[src/rtl/ac_rle_gr_scheduler_if.sv]
`default_nettype none
// ============================================================================
// Module   : ac_rle_gr_scheduler_if
// Brief    : Coefficient input and Golomb-Rice token output bundle for the
//            AC run/level scheduler.
// Revision : 1.0 - initial release
// ============================================================================
interface ac_rle_gr_scheduler_if #(
  parameter int COEF_W = 16
);
  // Upstream coefficient stream
  logic                     in_valid;
  logic                     in_ready;
  logic signed [COEF_W-1:0] in_coef;
  logic                     in_last;

  // Downstream token stream to the coder / packer
  logic                     gr_valid;
  logic                     gr_ready;
  logic [2:0]               gr_k;
  logic [31:0]              gr_val;
  logic                     gr_is_ac_level;
  logic                     gr_is_minus;

  // Environment side: feeds coefficients, consumes tokens
  modport master (
    output in_valid, in_coef, in_last, gr_ready,
    input  in_ready, gr_valid, gr_k, gr_val, gr_is_ac_level, gr_is_minus
  );

  // Scheduler side
  modport slave (
    input  in_valid, in_coef, in_last, gr_ready,
    output in_ready, gr_valid, gr_k, gr_val, gr_is_ac_level, gr_is_minus
  );
endinterface
`default_nettype wire

[src/rtl/ac_rle_gr_scheduler.sv]
`default_nettype none
// ============================================================================
// Module   : ac_rle_gr_scheduler
// Brief    : Collapses zero runs of a scanned AC block into alternating run /
//            level tokens for a Golomb-Rice coder, with adaptive k selection.
// Revision : 1.0 - initial release
// ============================================================================
module ac_rle_gr_scheduler #(
  parameter int COEF_W    = 16,
  parameter int BLOCK_LEN = 63,
  parameter int K_MAX     = 4
) (
  input  logic                 clk,
  input  logic                 reset,
  ac_rle_gr_scheduler_if.slave bus,
  output logic                 block_done,
  output logic                 proto_err
);

  localparam int IDX_W = (BLOCK_LEN > 1) ? $clog2(BLOCK_LEN) : 1;
  localparam int RUN_W = IDX_W + 1;
  // Magnitude is kept one bit wider so |most negative| never wraps
  localparam int MAG_W = COEF_W + 1;

  localparam logic [IDX_W-1:0] LAST_IDX = IDX_W'(BLOCK_LEN - 1);

  localparam logic [1:0] SCAN     = 2'd0;
  localparam logic [1:0] EMIT_RUN = 2'd1;
  localparam logic [1:0] EMIT_LVL = 2'd2;

  logic [1:0]        state;
  logic [RUN_W-1:0]  run;
  logic [IDX_W-1:0]  idx;
  logic [RUN_W-1:0]  prev_run;
  logic [COEF_W-1:0] prev_lvl;
  logic [MAG_W-1:0]  mag;
  logic              sgn;
  logic              last_q;

  logic              tok_valid;
  logic [2:0]        tok_k;
  logic [31:0]       tok_val;
  logic              tok_is_level;
  logic              tok_is_minus;

  logic              accept;
  logic              at_last_idx;
  logic              eff_last;
  logic              idx_mismatch;
  logic              coef_zero;
  logic [MAG_W-1:0]  coef_ext;
  logic [MAG_W-1:0]  coef_abs;
  logic [MAG_W-1:0]  mag_next;
  logic [MAG_W-1:0]  lvl_inc;
  logic [COEF_W-1:0] lvl_sat;

  // Rice parameter from the magnitude of the previous run or level, capped
  function automatic logic [2:0] ksel(input logic [31:0] x);
    logic [2:0] k;
    if (x < 32'd2)       k = 3'd0;
    else if (x < 32'd4)  k = 3'd1;
    else if (x < 32'd8)  k = 3'd2;
    else if (x < 32'd16) k = 3'd3;
    else                 k = 3'd4;
    if (k > 3'(K_MAX)) k = 3'(K_MAX);
    return k;
  endfunction

  assign bus.in_ready       = (state == SCAN);
  assign bus.gr_valid       = tok_valid;
  assign bus.gr_k           = tok_k;
  assign bus.gr_val         = tok_val;
  assign bus.gr_is_ac_level = tok_is_level;
  assign bus.gr_is_minus    = tok_is_minus;

  // Accept decode, block-end detection and magnitude arithmetic
  always_comb begin
    accept       = bus.in_valid & (state == SCAN);
    at_last_idx  = (idx == LAST_IDX);
    // A block closes at the last index even when in_last is missing
    eff_last     = bus.in_last | at_last_idx;
    idx_mismatch = bus.in_last ^ at_last_idx;
    coef_zero    = (bus.in_coef == '0);
    coef_ext     = {bus.in_coef[COEF_W-1], bus.in_coef};
    coef_abs     = bus.in_coef[COEF_W-1] ? (~coef_ext + MAG_W'(1)) : coef_ext;
    mag_next     = coef_abs - MAG_W'(1);
    lvl_inc      = mag + MAG_W'(1);
    lvl_sat      = lvl_inc[COEF_W] ? {COEF_W{1'b1}} : lvl_inc[COEF_W-1:0];
  end

  // Scheduler FSM: scan zeros, then emit run token followed by level token
  always_ff @(posedge clk) begin
    if (reset) begin
      state        <= SCAN;
      run          <= '0;
      idx          <= '0;
      prev_run     <= RUN_W'(4);
      prev_lvl     <= COEF_W'(1);
      mag          <= '0;
      sgn          <= 1'b0;
      last_q       <= 1'b0;
      tok_valid    <= 1'b0;
      tok_k        <= 3'd0;
      tok_val      <= 32'd0;
      tok_is_level <= 1'b0;
      tok_is_minus <= 1'b0;
      block_done   <= 1'b0;
      proto_err    <= 1'b0;
    end else begin
      block_done <= 1'b0;
      case (state)
        SCAN: begin
          if (accept) begin
            idx    <= idx + IDX_W'(1);
            last_q <= eff_last;
            if (idx_mismatch) proto_err <= 1'b1;
            if (coef_zero) begin
              if (eff_last) begin
                // Trailing zeros are dropped; only the block end is signalled
                block_done <= 1'b1;
                run        <= '0;
                idx        <= '0;
                prev_run   <= RUN_W'(4);
                prev_lvl   <= COEF_W'(1);
              end else begin
                run <= run + RUN_W'(1);
              end
            end else begin
              mag          <= mag_next;
              sgn          <= bus.in_coef[COEF_W-1];
              tok_valid    <= 1'b1;
              tok_val      <= 32'(run);
              tok_is_level <= 1'b0;
              tok_is_minus <= 1'b0;
              tok_k        <= ksel(32'(prev_run));
              state        <= EMIT_RUN;
            end
          end
        end

        EMIT_RUN: begin
          if (bus.gr_ready) begin
            tok_val      <= 32'(mag);
            tok_is_level <= 1'b1;
            tok_is_minus <= sgn;
            tok_k        <= ksel(32'(prev_lvl));
            prev_run     <= run;
            state        <= EMIT_LVL;
          end
        end

        EMIT_LVL: begin
          if (bus.gr_ready) begin
            tok_valid <= 1'b0;
            run       <= '0;
            state     <= SCAN;
            if (last_q) begin
              block_done <= 1'b1;
              idx        <= '0;
              prev_run   <= RUN_W'(4);
              prev_lvl   <= COEF_W'(1);
            end else begin
              prev_lvl <= lvl_sat;
            end
          end
        end

        default: state <= SCAN;
      endcase
    end
  end

endmodule
`default_nettype wire

[src/flat_wrapper.sv]
// flat-port wrapper written by rule: the top's interface ports become plain ports
module ac_rle_gr_scheduler_flat 
#(
  parameter int COEF_W    = 16,
  parameter int BLOCK_LEN = 63,
  parameter int K_MAX     = 4
)
  (clk, reset, block_done, proto_err, bus_in_valid, bus_in_coef, bus_in_last, bus_gr_ready, bus_in_ready, bus_gr_valid, bus_gr_k, bus_gr_val, bus_gr_is_ac_level, bus_gr_is_minus);
  ac_rle_gr_scheduler_if #(.COEF_W(COEF_W)) bus_i ();
  input  logic clk;
  input  logic reset;
  output logic block_done;
  output logic proto_err;
  input wire logic [$bits(bus_i.in_valid)-1:0] bus_in_valid;
  input wire logic [$bits(bus_i.in_coef)-1:0] bus_in_coef;
  input wire logic [$bits(bus_i.in_last)-1:0] bus_in_last;
  input wire logic [$bits(bus_i.gr_ready)-1:0] bus_gr_ready;
  output wire logic [$bits(bus_i.in_ready)-1:0] bus_in_ready;
  output wire logic [$bits(bus_i.gr_valid)-1:0] bus_gr_valid;
  output wire logic [$bits(bus_i.gr_k)-1:0] bus_gr_k;
  output wire logic [$bits(bus_i.gr_val)-1:0] bus_gr_val;
  output wire logic [$bits(bus_i.gr_is_ac_level)-1:0] bus_gr_is_ac_level;
  output wire logic [$bits(bus_i.gr_is_minus)-1:0] bus_gr_is_minus;
  assign bus_i.in_valid = bus_in_valid;
  assign bus_i.in_coef = bus_in_coef;
  assign bus_i.in_last = bus_in_last;
  assign bus_i.gr_ready = bus_gr_ready;
  assign bus_in_ready = bus_i.in_ready;
  assign bus_gr_valid = bus_i.gr_valid;
  assign bus_gr_k = bus_i.gr_k;
  assign bus_gr_val = bus_i.gr_val;
  assign bus_gr_is_ac_level = bus_i.gr_is_ac_level;
  assign bus_gr_is_minus = bus_i.gr_is_minus;
  ac_rle_gr_scheduler #(.COEF_W(COEF_W), .BLOCK_LEN(BLOCK_LEN), .K_MAX(K_MAX)) u_core (.clk(clk), .reset(reset), .bus(bus_i), .block_done(block_done), .proto_err(proto_err));
endmodule
[config.mk]
export PLATFORM = sky130hd
export DESIGN_NAME = ac_rle_gr_scheduler_flat
export DESIGN_NICKNAME = d
export VERILOG_FILES = /design/src/rtl/ac_rle_gr_scheduler_if.sv /design/src/rtl/ac_rle_gr_scheduler.sv /design/src/flat_wrapper.sv
export SDC_FILE = /design/constraint.sdc
export NUM_CORES = 1
export LEC_CHECK = 0
export ABC_AREA = 1
export CORE_MARGIN = 3
export CORE_UTILIZATION = 52
export CTS_BUF_LIST = sky130_fd_sc_hd__clkbuf_8
export CTS_CLUSTER_SIZE = 28
export DETAILED_ROUTE_END_ITERATION = 8
export PLACE_DENSITY = 0.76
export SLEW_MARGIN = 20
export SYNTH_ARGS = -nofsm -noshare
export SYNTH_HDL_FRONTEND = slang
export SYNTH_SLANG_ARGS = --single-unit
[constraint.sdc]
create_clock -name clk -period 2.9 [get_ports clk]
set_input_delay 0.58 -clock clk [delete_from_list [all_inputs] [get_ports clk]]
set_output_delay 0.58 -clock clk [all_outputs]
set_load 0.02 [all_outputs]
==> results list <==
* Result of the run: completed
- STA classifies the critical path startpoint as a flop.
- Clk_lat worst skew: 0.36 ns
* Global router's overall resource usage: 22.1%
- Leaving out filler cells and counting taps, the final layout contains 855.
- Number of synthesized register bits: 80
- First-pass GRT wire length: 18,000 um
* Count of flip-flops with a built-in enable after synthesis: 0
- I/O pin cnt: 62
- Summed over its instances, the top area cell type makes up 34.7% of the synthesized netlist area.
* Max-cap violations: 0
- Highest-count cells in the layout ignoring fill and taps: 185 x sky130_fd_sc_hd__nand2_1, 88 x sky130_fd_sc_hd__inv_1, 80 x sky130_fd_sc_hd__dfxtp_1
- Overall die area: 10,000 um2
* Master cell of the clock root buffer: sky130_fd_sc_hd__clkbuf_8
- From synthesis to final layout, the design area changed by 17.0%.
* Via/cell ratio: 5.14
- Once the clock tree was built, the resizer swapped 0 gates to a different size.
* End point of the worst hold path: u_core.bus.gr_val[4]
* Maximum fanout along the worst path: 15
- TritonCTS Buffers: 9
* Count of mapped cells out of synthesis: 698
* Arrival @ worst endpoint: 2.68 ns
- Count of final setup violators: 0
* Number of distinct standard cells referenced by the synthesized netlist: 46
* Residual antenna-violating net count after detailed routing: 0
- Dominant register cell in the synthesized netlist: sky130_fd_sc_hd__dfxtp_1
- Buffers added on ports: 46
* Antenna violations before repair: 0
- TritonCTS built the clock tree.
- Walking the worst path, the cells encountered are ha_1, nand2_1, inv_1, nand4_1, inv_1, nand4_1, nor2_1, xnor2_1, o21ai_0, nand2_1, a21oi_1.
- Slew @ Worst Pin: 0.972 ns
- First-pass iteration count of the detailed router: 5
* Worst setup slack for register-to-register paths: 0.45 ns
- Maximum clock rate: 407 MHz
- The core region is 8420 um2.
- For the worst flop-to-flop path, the logic depth is 11.
- Most frequent standard cell in the layout excluding fill and tap cells: sky130_fd_sc_hd__nand2_1
- Number of global-route vias before repair: 4,008
- Across the routed clock network, the largest skew measured is 0.0117 ns.
* Clock Path Buffers: 2
* Top post-synthesis cells by area: sky130_fd_sc_hd__dfxtp_1 35%, sky130_fd_sc_hd__nand2_1 15%, sky130_fd_sc_hd__inv_1 7.2%, sky130_fd_sc_hd__a21oi_1 6.1%, sky130_fd_sc_hd__nor2_1 5.5%
* Leading area contributor after synthesis: sky130_fd_sc_hd__dfxtp_1
- Y dimension of the die: 100 um
- The worst pin sits at a relative slew slack of 34.7%.
* # DRC: 0
- Type of the setup path with the least slack: flop to flop
* Summed negative setup slack over all endpoints: 0 ns
- Number of antenna repair diodes: 0
- Wires add up to 10,600 um.
- The startpoint identified for the worst register-to-register timing path is u_core.mag[0].
- The first routing iteration left 175 violations.
- At the end of routability-driven placement, the weighted congestion stood at 0.884.
- Counting instances, the worst hold path has a depth of 2.
* Static power due to leakage: 2.34 nW
* Number of failing hold endpoints at the final stage: 0
* Post-CTS setup repair buffer count: 0
* Max-slew violation count: 0
* Share of final-layout standard cells stronger than drive strength 1: 8.40%
- The HPWL after detailed placement is 8010 um.
* Worst Setup End Kind: flop
- Clock edge transition at the registers on the reported setup and hold paths: 0.08 ns
- Across the VDD grid, the largest voltage drop is 0.226 mV.
- Shortest period the worst path allows: 2.45 ns
- Required time of the critical path: 3.13 ns
- On the worst path, the slowest cell contributes a delay of 0.76 ns.
- Setup repair after global routing missed its margin: false
- Initial Utilization: 54.7%
- In this run the most critical hold path is launched from u_core.bus.gr_val[4].
- In this run, post-CTS hold repair placed 0 buffers.
* Total gr overflow: 0
* Instance count after placement with tap cells included: 839
- Dividing total power by cell area gives a power density of 495 nW/um2.
* Cell Rows: 33
- The tree built by TritonCTS fans out to 80 sinks.
* Final routed wire length divided by cell count: 12.4 um
- Die outline width: 100 um
- During synthesis, Yosys emitted a total of 0 warnings.
- The slowest stage of the critical path is the sky130_fd_sc_hd__xnor2_1 cell.
- After synthesis, flip-flops and latches occupy 34.7% of the total area.
- Endpoint of the worst register-to-register path: u_core.prev_lvl[12]
- Vias post-DR: 4,394
* Net count reported at finish: 773
- After synthesis, the mean cell area works out to 6.60 um2.
- After synthesis, the share of flip-flops with an asynchronous set or reset is 0%.
* Maximum number of pins on one net before global-route repair: 47
* Htree depth: 3
* Cell area after synthesis: 4610 um2
* Hold crit path type: flop to flop
- Period utilisation layout: 84.6%
-- layer usage --
layer	vias to the layer above	global-route usage, %	wire (um)
met3	22	3.27	547
met2	107	37.1	4960
met1	1958	27.9	4760
met4	0	10.2	314
li1	2307	-	-
met5	-	0	0
-- stage by stage --
stage | setup WS [ns] | cell area (um2) | util, % | power [mW] | hold WS [ns]
after floorplan | 0.765 | 4660 | - | 1.60 | 0.437
after global placement | 0.123 | 5160 | 61.3 | 1.75 | 0.431
after detailed placement | 0.0949 | 5160 | 61.3 | 1.76 | 0.444
after CTS | 0.446 | 5390 | 64.0 | 2.68 | 0.456
after global routing | 0.130 | 5390 | 64.0 | 2.81 | 0.469
final | 0.445 | 5390 | 64.0 | 2.67 | 0.450
-- worst max path at each step --
stage                           to  slack, ns      startpoint
2_1_floorplan       u_core.mag[12]       0.77  bus_in_coef[0]
3_3_place_gp        u_core.mag[12]       0.12  bus_in_coef[0]
5_1_grt        u_core.prev_lvl[12]       0.13   u_core.mag[0]
4_1_cts        u_core.prev_lvl[12]       0.45   u_core.mag[0]
6_report       u_core.prev_lvl[12]       0.45   u_core.mag[0]
3_5_place_dp        u_core.mag[12]       0.09  bus_in_coef[0]
-- cell usage after synthesis, types with 5 or more instances --
master / n
sky130_fd_sc_hd__buf_2: 6
sky130_fd_sc_hd__inv_1: 88
sky130_fd_sc_hd__xor2_1: 11
sky130_fd_sc_hd__nand3_1: 42
sky130_fd_sc_hd__clkbuf_1: 13
sky130_fd_sc_hd__buf_4: 15
sky130_fd_sc_hd__nand2_1: 185
sky130_fd_sc_hd__dfxtp_1: 80
sky130_fd_sc_hd__o21bai_1: 5
sky130_fd_sc_hd__a21oi_2: 10
sky130_fd_sc_hd__nor3_1: 7
sky130_fd_sc_hd__ha_1: 7
sky130_fd_sc_hd__nor2_1: 67
sky130_fd_sc_hd__nor2_4: 5
sky130_fd_sc_hd__nand4_1: 8
sky130_fd_sc_hd__o21ai_0: 45
sky130_fd_sc_hd__a21oi_1: 56
-- worst max-delay path: cells and delay by family, from the launching register on --
| kind | cells | cell delay, ns |
|---|---|---|
| compound gates | 2 | 0.34 |
| fa+ha+maj | 1 | 0.22 |
| simple gates | 5 | 0.51 |
| xor+xnor | 1 | 0.76 |
| flops | 1 | 0.35 |
| buf+inv | 2 | 0.13 |
-- cell type report --
class / count / area, um2
Inverter: 93 / 350
Fill cell: 769 / 3030
Multi-Input combinational cell: 503 / 2510
Clock inverter: 6 / 91.3
Sequential cell: 80 / 1600
Clock buffer: 10 / 138
Timing Repair Buffer: 58 / 571
Tap cell: 105 / 131
-- cells by family (layout without fill, tap and decap cells) --
kind of cell               Yosys count  count (layout)  share of synthesized area (%)
xor gates and xnor gates            13              13                           2.47
adders and majority gates            7               7                           1.90
DFF                                 80              80                           34.7
other                                1              15                         0.0814
AOI/OAI and AO/OA                  132             132                           16.3
and+or+nand+nor                    336             336                           32.4
buffers and inverters              129             167                           12.1
-- power breakdown --
group	internal, mW	leakage, nW	switching [mW]	total, mW
Clock	0.513	0.117	0.420	0.933
Sequential	1.16	0.651	0.0592	1.22
Combinational	0.192	1.57	0.328	0.520
-- flip-flops by register name, indices dropped and copies added (netlist names) --
register	count
u_core.state	2
u_core.bus.gr_is_ac_level	1
u_core.prev_lvl	15
u_core.bus.gr_k	3
u_core.bus.gr_val	17
u_core.mag	17
u_core.bus.gr_valid	1
u_core.block_done	1
u_core.proto_err	1
u_core.last_q	1
u_core.sgn	1
u_core.idx	6
u_core.run	7
u_core.prev_run	6
u_core.bus.gr_is_minus	1
(Power assumes the default switching activity.)
